**src/rtl/rvv_pkg.sv**
```systemverilog
// Shared vector-issue types: decoded request layout, execution-unit
// select and scoreboard entry used by the instruction launcher.
package rvv_pkg;

  typedef enum logic [2:0] {
    VADD = 3'd0,
    VSUB = 3'd1,
    VMUL = 3'd2,
    VLE  = 3'd3,
    VSE  = 3'd4
  } vop_e;

  typedef logic [3:0] insn_id_t;
  typedef logic [4:0] vreg_t;

  // Operand slots inside vs[] / use_vs[]
  localparam int unsigned VD  = 0;
  localparam int unsigned VS1 = 1;
  localparam int unsigned VS2 = 2;

  typedef struct packed {
    vop_e            vop;
    insn_id_t        insn_id;
    vreg_t [2:0]     vs;
    logic  [2:0]     use_vs;
  } issue_req_t;

  localparam int unsigned NrVUnits = 3;

  typedef enum logic [1:0] {
    VU_ARITH = 2'd0,
    VU_LOAD  = 2'd1,
    VU_STORE = 2'd2
  } vunit_e;

  typedef struct packed {
    logic        valid;
    insn_id_t    insn_id;
    vreg_t [2:0] vs;
    logic  [2:0] use_vs;
    vunit_e      unit;
  } sb_entry_t;

endpackage

```
**src/rtl/vinsn_scoreboard.sv**
```systemverilog
// In-flight instruction table: vector-register hazard detection against the
// pending request, lowest-free allocation and per-unit completion release.
module vinsn_scoreboard
  import rvv_pkg::*;
#(
  parameter int unsigned NrInflight = 4
) (
  input  logic                          i_clk,
  input  logic                          i_rst_n,
  input  issue_req_t                    i_req,
  input  logic                          i_alloc,
  input  vunit_e                        i_alloc_unit,
  input  logic     [NrVUnits-1:0]       i_done_valid,
  input  insn_id_t [NrVUnits-1:0]       i_done_id,
  output logic                          o_hazard,
  output logic                          o_free_avail,
  output logic                          o_any_valid
);

  sb_entry_t              r_sb [NrInflight];
  logic [NrInflight-1:0]  w_free_sel;
  logic [NrInflight-1:0]  w_clr;
  logic [NrVUnits-1:0]    w_done_hit;
  logic                   w_found;

  always_comb begin
    o_hazard    = 1'b0;
    o_any_valid = 1'b0;
    w_found     = 1'b0;
    w_free_sel  = '0;
    w_clr       = '0;
    w_done_hit  = '0;
    for (int unsigned e = 0; e < NrInflight; e++) begin
      if (r_sb[e].valid) begin
        o_any_valid = 1'b1;
        if ((i_req.use_vs[VS1] && r_sb[e].use_vs[VD] && (i_req.vs[VS1] == r_sb[e].vs[VD])) ||
            (i_req.use_vs[VS2] && r_sb[e].use_vs[VD] && (i_req.vs[VS2] == r_sb[e].vs[VD])) ||
            (i_req.use_vs[VD]  && r_sb[e].use_vs[VS1] && (r_sb[e].vs[VS1] == i_req.vs[VD])) ||
            (i_req.use_vs[VD]  && r_sb[e].use_vs[VS2] && (r_sb[e].vs[VS2] == i_req.vs[VD])) ||
            (i_req.use_vs[VD]  && r_sb[e].use_vs[VD]  && (r_sb[e].vs[VD]  == i_req.vs[VD])))
          o_hazard = 1'b1;
        for (int unsigned u = 0; u < NrVUnits; u++) begin
          if (i_done_valid[u] && (r_sb[e].insn_id == i_done_id[u]) &&
              (32'(r_sb[e].unit) == u)) begin
            w_clr[e]      = 1'b1;
            w_done_hit[u] = 1'b1;
          end
        end
      end else if (!w_found) begin
        w_free_sel[e] = 1'b1;
        w_found       = 1'b1;
      end
    end
    o_free_avail = w_found;
  end

  // Alloc only targets entries already invalid, so it never collides with a free.
  always_ff @(posedge i_clk or negedge i_rst_n) begin
    if (!i_rst_n) begin
      for (int unsigned e = 0; e < NrInflight; e++) r_sb[e] <= '0;
    end else begin
      for (int unsigned e = 0; e < NrInflight; e++) begin
        if (w_clr[e]) begin
          r_sb[e].valid <= 1'b0;
        end else if (i_alloc && w_free_sel[e]) begin
          r_sb[e] <= '{valid:   1'b1,
                       insn_id: i_req.insn_id,
                       vs:      i_req.vs,
                       use_vs:  i_req.use_vs,
                       unit:    i_alloc_unit};
        end
      end
    end
  end

  for (genvar u = 0; u < NrVUnits; u++) begin : g_done_chk
    a_done_match: assert property (@(posedge i_clk) disable iff (!i_rst_n)
                                   i_done_valid[u] |-> w_done_hit[u]);
  end

endmodule

```
**src/rtl/vinsn_launcher.sv**
```systemverilog
// Single-entry pending stage between the vector decoder and the execution
// units: holds a request until it is hazard-free and a scoreboard slot exists.
module vinsn_launcher
  import rvv_pkg::*;
#(
  parameter int unsigned NrInflight = 4
) (
  input  logic                     clk_i,
  input  logic                     rst_ni,
  input  logic                     req_valid_i,
  output logic                     req_ready_o,
  input  issue_req_t               issue_req_i,
  output logic                     arith_valid_o,
  input  logic                     arith_ready_i,
  output logic                     load_valid_o,
  input  logic                     load_ready_i,
  output logic                     store_valid_o,
  input  logic                     store_ready_i,
  output issue_req_t               uop_o,
  input  logic     [NrVUnits-1:0]  done_valid_i,
  input  insn_id_t [NrVUnits-1:0]  done_id_i,
  output logic                     busy_o
);

  logic       r_pend_valid;
  issue_req_t r_pend;
  vunit_e     w_unit;
  logic       w_hazard;
  logic       w_free_avail;
  logic       w_any_valid;
  logic       w_can_issue;
  logic       w_fire;

  always_comb begin
    w_unit = VU_ARITH;
    case (r_pend.vop)
      VLE:     w_unit = VU_LOAD;
      VSE:     w_unit = VU_STORE;
      default: w_unit = VU_ARITH;
    endcase
  end

  assign w_can_issue   = r_pend_valid && !w_hazard && w_free_avail;
  assign arith_valid_o = w_can_issue && (w_unit == VU_ARITH);
  assign load_valid_o  = w_can_issue && (w_unit == VU_LOAD);
  assign store_valid_o = w_can_issue && (w_unit == VU_STORE);
  assign w_fire        = (arith_valid_o && arith_ready_i) ||
                         (load_valid_o  && load_ready_i)  ||
                         (store_valid_o && store_ready_i);

  assign req_ready_o = !r_pend_valid || w_fire;
  assign uop_o       = r_pend_valid ? r_pend : '0;
  assign busy_o      = r_pend_valid || w_any_valid;

  always_ff @(posedge clk_i or negedge rst_ni) begin
    if (!rst_ni) begin
      r_pend_valid <= 1'b0;
      r_pend       <= '0;
    end else if (req_valid_i && req_ready_o) begin
      r_pend_valid <= 1'b1;
      r_pend       <= issue_req_i;
    end else if (w_fire) begin
      r_pend_valid <= 1'b0;
    end
  end

  vinsn_scoreboard #(
    .NrInflight (NrInflight)
  ) u_sb (
    .i_clk        (clk_i),
    .i_rst_n      (rst_ni),
    .i_req        (r_pend),
    .i_alloc      (w_fire),
    .i_alloc_unit (w_unit),
    .i_done_valid (done_valid_i),
    .i_done_id    (done_id_i),
    .o_hazard     (w_hazard),
    .o_free_avail (w_free_avail),
    .o_any_valid  (w_any_valid)
  );

endmodule

```
**config.mk**
```make
export PLATFORM = sky130hd
export DESIGN_NAME = vinsn_launcher
export DESIGN_NICKNAME = d
export VERILOG_FILES = /design/src/rtl/rvv_pkg.sv /design/src/rtl/vinsn_scoreboard.sv /design/src/rtl/vinsn_launcher.sv
export SDC_FILE = /design/constraint.sdc
export NUM_CORES = 1
export LEC_CHECK = 0
export ABC_AREA = 1
export CORE_ASPECT_RATIO = 0.7
export CORE_MARGIN = 4
export CORE_UTILIZATION = 40
export CTS_CLUSTER_SIZE = 14
export DETAILED_ROUTE_END_ITERATION = 10
export MAX_ROUTING_LAYER = met4
export PLACE_DENSITY = 0.58
export SETUP_SLACK_MARGIN = 0.15
export SYNTH_ARGS = -nofsm -noshare
export SYNTH_HDL_FRONTEND = slang
export SYNTH_HIERARCHICAL = 1
export SYNTH_SLANG_ARGS = --single-unit
```
**constraint.sdc**
```tcl
create_clock -name clk_i -period 2.69 [get_ports clk_i]
set_clock_uncertainty 0.2 [all_clocks]
set_input_delay 0.538 -clock clk_i [delete_from_list [all_inputs] [get_ports clk_i]]
set_output_delay 0.538 -clock clk_i [all_outputs]
set_load 0.02 [all_outputs]
```
======== Word-level counts from Yosys, hierarchy flattened ========
Cells that the tools add are included.
storage, ports and cells
  register bits after elaboration ......... 126
  bits of input ports ..................... 46
  output and inout bits ................... 30
cells by class
  eq/ne operators ......................... 44
  multiplexer cells ....................... 49
  bitwise logic cells ..................... 4
  reduce and logical (&&, ||, !) cells .... 113
operator list
  operator            number
  $mux 25             5
  $eq 5x5->1          20
  $logic_and 1x1->1   77
  $eq 4x4->1          12
  $mux 1              43
  $logic_or 1x1->1    20
  $eq 2x1->1 const B  5
  $eq 2x2->1 const B  5
  $logic_not 2->1     5
  $reduce_bool 2->1   5
  $reduce_and 2->1    4
  $not 1->1           4
  $pmux 2 s2          1
  $eq 3x2->1 const B  1
  $eq 3x3->1 const B  1
  $logic_not 1->1     2

======== Longest topological paths before layout ========
  word-level depth ........................ 24
  depth in mapped cells ................... 21

======== Hierarchy ========
The synthesis kept the hierarchy.
by module, submodules not included
  module            times used  cells an instance  area an instance (um^2)  sequential area each (um^2)
  vinsn_scoreboard  1           916                6160.9                   2502.4
  vinsn_launcher    1           183                1397.6                   650.6

======== Least setup slack after synthesis ========
No wires, ideal clock.
  path type ............................... reg-to-reg
  start point ............................. reg r_pend[5] in the netlist's numbering
  end point ............................... reg u_sb/r_sb[35] in the netlist's numbering
  library setup time ...................... 0.130 ns
  arrival ................................. 2.372 ns
  required time ........................... 2.360 ns
  slack ................................... -0.012 ns
  stages on the path, launching flop included .. 21
  path buffers ............................ 4
  clock period less this slack ............ 2.702 ns
  path through ............................ dfrtp_1 buf_6 buf_6 o21ai_0 nor2_1 nand3_1 nand3_1 nor2_1 nor2_1 nor2_1 nand2_1 nor2_4 nand4_2 nand3_1 nand2_1 nor3_2 buf_4 inv_1 buf_6 nand2_1 o21ai_0
between the ends
  longest elaborated chain between the ends .. 22
  elaborated cells on any way between the ends .. 57
RTL lines
  item                                         line                                        text
  start: declaration                           vinsn_launcher.sv:26                        issue_req_t r_pend;
  start signal: assignment                     vinsn_launcher.sv:61                        r_pend <= issue_req_i;
  $eq 5x5->1                                   vinsn_scoreboard.sv:38                      (i_req.use_vs[VD] && r_sb[e].use_vs[VS1] && (r_sb[e].vs[VS1] == i_req.vs[VD])) ||
  $logic_and 1x1->1                            vinsn_scoreboard.sv:38
  $logic_or 1x1->1                             vinsn_scoreboard.sv:37                      (i_req.use_vs[VS2] && r_sb[e].use_vs[VD] && (i_req.vs[VS2] == r_sb[e].vs[VD])) ||
  $logic_or 1x1->1                             vinsn_scoreboard.sv:38
  $logic_or 1x1->1                             vinsn_scoreboard.sv:39                      (i_req.use_vs[VD] && r_sb[e].use_vs[VS2] && (r_sb[e].vs[VS2] == i_req.vs[VD])) ||
  $mux 1                                       vinsn_scoreboard.sv:36                      if ((i_req.use_vs[VS1] && r_sb[e].use_vs[VD] && (i_req.vs[VS1] == r_sb[e].vs[VD])) ||
  $mux 1                                       vinsn_scoreboard.sv:34                      if (r_sb[e].valid) begin
  $mux 1                                       vinsn_scoreboard.sv:36
  (+5 left out)                                --
  named net w_hazard                           vinsn_launcher.sv:28                        logic w_hazard;
  (+1 left out)                                --
  $logic_and 1x1->1 * (2 in series)            vinsn_launcher.sv:43                        assign w_can_issue = r_pend_valid && !w_hazard && w_free_avail;
  $logic_and 1x1->1, on equally long branches  vinsn_launcher.sv:44, vinsn_launcher.sv:45
  $logic_and 1x1->1, on equally long branches  vinsn_launcher.sv:47, vinsn_launcher.sv:48
  $logic_or 1x1->1                             vinsn_launcher.sv:47                        assign w_fire = (arith_valid_o && arith_ready_i) ||
  $logic_or 1x1->1 *                           vinsn_launcher.sv:48                        (load_valid_o && load_ready_i) ||
  named net w_fire                             vinsn_launcher.sv:32                        logic w_fire;
  $logic_and 1x1->1 *                          vinsn_scoreboard.sv:65                      end else if (i_alloc && w_free_sel[e]) begin
  $reduce_and 2->1 (no line) *                 --
  end signal: indexed assignment               vinsn_scoreboard.sv:66                      r_sb[e] <= '{valid: 1'b1,
  end: declaration                             vinsn_scoreboard.sv:20                      sb_entry_t r_sb [NrInflight];
Mark *: on every way through the listed nets, which the timed path passes. The rest lies on a longest branch.
A chain may end at the register's enable or synchronous reset.

======== Final worst setup path ========
  start point ............................. reg r_pend[3] in the netlist's numbering
  end point ............................... out req_ready_o
between the ends
  longest elaborated chain between the ends .. 21
  elaborated cells on any way between the ends .. 56
RTL lines
  item                                         line                                        text
  $eq 5x5->1                                   vinsn_scoreboard.sv:38
  $logic_and 1x1->1                            vinsn_scoreboard.sv:38
  $logic_or 1x1->1                             vinsn_scoreboard.sv:37
  $logic_or 1x1->1                             vinsn_scoreboard.sv:38
  $logic_or 1x1->1                             vinsn_scoreboard.sv:39
  $mux 1                                       vinsn_scoreboard.sv:36
  $mux 1                                       vinsn_scoreboard.sv:34
  $mux 1                                       vinsn_scoreboard.sv:36
  (+5 left out)                                --
  named net w_hazard                           vinsn_launcher.sv:28
  $logic_not 1->1 *                            vinsn_launcher.sv:43
  $logic_and 1x1->1 * (2 in series)            vinsn_launcher.sv:43
  $logic_and 1x1->1, on equally long branches  vinsn_launcher.sv:44, vinsn_launcher.sv:45
  $logic_and 1x1->1, on equally long branches  vinsn_launcher.sv:47, vinsn_launcher.sv:48
  $logic_or 1x1->1                             vinsn_launcher.sv:47
  $logic_or 1x1->1 *                           vinsn_launcher.sv:48
  $logic_or 1x1->1 *                           vinsn_launcher.sv:51                        assign req_ready_o = !r_pend_valid || w_fire;
  end: declaration                             vinsn_launcher.sv:11                        output logic req_ready_o,
Marked as above.

==> reports/metrics.yaml <==
yosys:
  ys_ff_latch: 126
  syn_nets: 1145
  synthArstFlopShare_pct: 100
  synth_edf_count: 0
  yosysUniqueCellTypes: 38
  syn_inst: 1099
  syn_area_mm2: 0.00756
  synth_seq_area_share_pct: 41.7
  postSynthAreaPerCell_um2: 6.88
  yosys_warnings: 6
  ys.flop_type: "dfrtp_1"
grt:
  grt_max_degree: 54
  antenna_found_initial: 0
  grt_pass1_wl_mm: 38.4
  grt_pass1_vias: 6876
  grt_usage_pct: 24.2
  grt_overflow: 0
drt:
  via_per_inst: 5.02
  top_layer: "met4"
  routed_wl_mm: 24.8
  drc: 0
  drtIter0Drc: 711
  dr_wl_met3_mm: 1.75
  wl_per_cell_um: 16.3
  dr.pass1.iters: 5
  wl_met2_mm: 9.99
  via_count: 7607
  route.layer.met1.wl_mm: 12.9
  drtAntennaViolNets: 0
sta:
  max_freq_mhz: 310
  holdWs_ns: 0.286
  fin_crit_ns: 3.22
  grt_setup_unrepaired: "true"
  maxSlewHeadroom_pct: 64.6
  worst_pin_slew_ns: 0.531
  setup_slack_ns: -0.533
  setup_viol: 130
  finalHoldViolations: 0
  slew_viol_final: 0
  fin_crit_sh_pct: 120
hold_path:
  hp-class: "reg2reg"
  hold_depth: 2
  worst_hold_path.endpoint: "u_sb/r_sb[54]$_DFFE_PN0P_"
  min_from: "u_sb/r_sb[54]$_DFFE_PN0P_"
clock_network:
  htree_levels: 4
  cts_sinks: 126
  clk_pin_slew_ns: 0.06
  cts_tree: "built"
  cts_root_buffer: "clkbuf_16"
  clock_path_buffers: 2
  clk_latency_ns: 0.42
  cts_inserted_buffers: 17
critical_path:
  start_kind: "register"
  worstSetupStartpoint: "r_pend[3]$_DFFE_PN0P_"
  r2r-start: "r_pend[3]$_DFFE_PN0P_"
  end_kind: "primary output"
  cp_max_fo: 8
  cp.required_ns: 1.95
  crit_type: "reg2out"
  rr_worst_depth: 21
  reg2reg_to: "u_sb/r_sb[35]$_DFFE_PN0P_"
  r2r_slack_ns: -0.34
  cp.arrival_ns: 2.49
cells_and_area:
  area_delta_synth_final_pct: 33.8
  finalNetCount: 1313
  drive_gt1_share_pct: 17.1
  n_antenna_cell: 0
  final_cells: 1516
pwr:
  power_density_mw_per_mm2: 1270
  p_leak_nw: 5.18
  peakVddDrop_mv: 0.787
status:
  status: "complete, but fails checks"
  violations: "setup timing"
job:
  maxCapViolCount: 0
floorplanning:
  num_rows: 41
  die_y_um: 123
  die_area_mm2: 0.0212
  core_area_mm2: 0.0183
  num_io_pins: 76
  start_util_pct: 41.4
  die_width_um: 172
placed_design:
  gp_congestion: 0.950
  dp_hpwl_mm: 18.3
  portBuffers: 75
  dpl.cell_count: 1468
## worst max path at each step
stage	end	cells after the start
after floorplan	u_sb/r_sb[35]$_DFFE_PN0P_	21
after global placement	req_ready_o	14
after detailed placement	req_ready_o	14
after CTS	req_ready_o	13
after global routing	req_ready_o	15
final	req_ready_o	15
## through the flow
| step | instance area (um2) | power (mW) | setup slack [ns] | setup TNS (ns) | util, % |
|---|---|---|---|---|---|
| after floorplan | 7580 | 7.24 | 0.0977 | 0 | - |
| after global placement | 9190 | 9.95 | -0.681 | -44.57 | 50.3 |
| after detailed placement | 9190 | 9.95 | -0.684 | -44.70 | 50.3 |
| after CTS | 9900 | 12.5 | -0.490 | -38.07 | 54.2 |
| after global routing | 10100 | 13.9 | -0.694 | -56.80 | 55.4 |
| final | 10100 | 12.9 | -0.533 | -31.45 | 55.4 |
## registers in the layout (all words and copies together) (netlist names)
name / count
u_sb/r_sb: 100
r_pend: 25
r_pend_valid: 1
## power breakdown
part | leakage, nW | internal (mW) | switching [mW] | total, mW
clock | 0.284 | 1.37 | 0.915 | 2.29
sequential | 1.59 | 2.72 | 0.941 | 3.66
combinational | 3.30 | 3.01 | 3.93 | 6.94
total | 5.18 | 7.10 | 5.79 | 12.9
## area by class of cell
| type | instances | area [um2] |
|---|---|---|
| timing repair buffer | 193 | 1880 |
| sequential | 126 | 3160 |
| tap | 236 | 295 |
| fill | 1772 | 8150 |
| inverter | 139 | 542 |
| multi-input combinational | 790 | 3650 |
| clock inverter | 15 | 160 |
| clock buffer | 17 | 425 |
## metal layers
layer | vias to the layer above | GRT usage [%]
met2 | 273 | 32.5
met3 | 20 | 4.28
met1 | 3516 | 38.0
met5 | - | -
li1 | 3798 | -
met4 | 0 | 4.86
## cell usage after synthesis (2+ instances only)
library cell	n	area share, %
nand4_1	4	0.33
buf_2	10	0.66
o22ai_1	17	1.4
a211oi_1	3	0.30
nor4_1	3	0.25
inv_2	8	0.40
nand2_2	11	0.91
buf_6	13	1.9
o21ai_0	111	7.3
nand2_1	390	19
inv_1	131	6.5
clkbuf_2	2	0.13
dfrtp_1	126	42
o21ai_1	9	0.60
o21ai_2	7	0.81
xnor2_1	7	0.81
nor2_1	107	5.3
clkbuf_1	13	0.65
nor3_1	10	0.66
a221oi_1	2	0.23
buf_4	5	0.50
xor2_1	13	1.5
nand3_2	4	0.53
o211ai_1	2	0.20
nand3_1	65	4.3
nor3_2	2	0.26
a21oi_1	13	0.86
## critical path: stages, from the launching register on
cell	delay, ns
dfrtp_1	0.41
clkinv_4	0.13
buf_8	0.15
nand2_1	0.05
o21ai_1	0.07
nor2_1	0.06
nand3_1	0.06
nand3_1	0.08
nor2_1	0.10
nor2_1	0.06
nor2_2	0.17
nand2_2	0.11
nor2_4	0.19
nand3_2	0.13
nand4_4	0.14
buf_6	0.13
## cells in the final DEF (no fill, tap or decap), types with 8 or more instances in the layout
cell type and instances:
nand2_1 383, inv_1 125, dfrtp_1 119, nor2_1 104, o21ai_0 96, buf_4 92, clkdlybuf4s50_1 69, nand3_1 64
o21ai_1 23, clkbuf_16 20, nand2_2 17, o22ai_1 17, xor2_1 13, a21oi_1 13, buf_6 10, buf_12 10
inv_2 9, nor3_1 9, o21ai_2 8
## cells by family (layout without fill, tap and decap cells)
group / after synthesis / in the layout / synth area share (%)
AOI/OAI and AO/OA: 166 / 166 / 12.0
xor gates and xnor gates: 20 / 20 / 2.32
and+or+nand+nor: 604 / 604 / 33.0
buffers and inverters: 183 / 364 / 11.0
DFF: 126 / 126 / 41.7
## what timing repair did
action	CTS	global route
resized for setup	50	44
buffers inserted	6	7
endpoints found under the hold margin	50	0
pin swaps	9	8
setup endpoints to repair	156	156
cloned	0	3
hold buffers	1	0
Note: power is estimated with default switching activity, not from simulation.
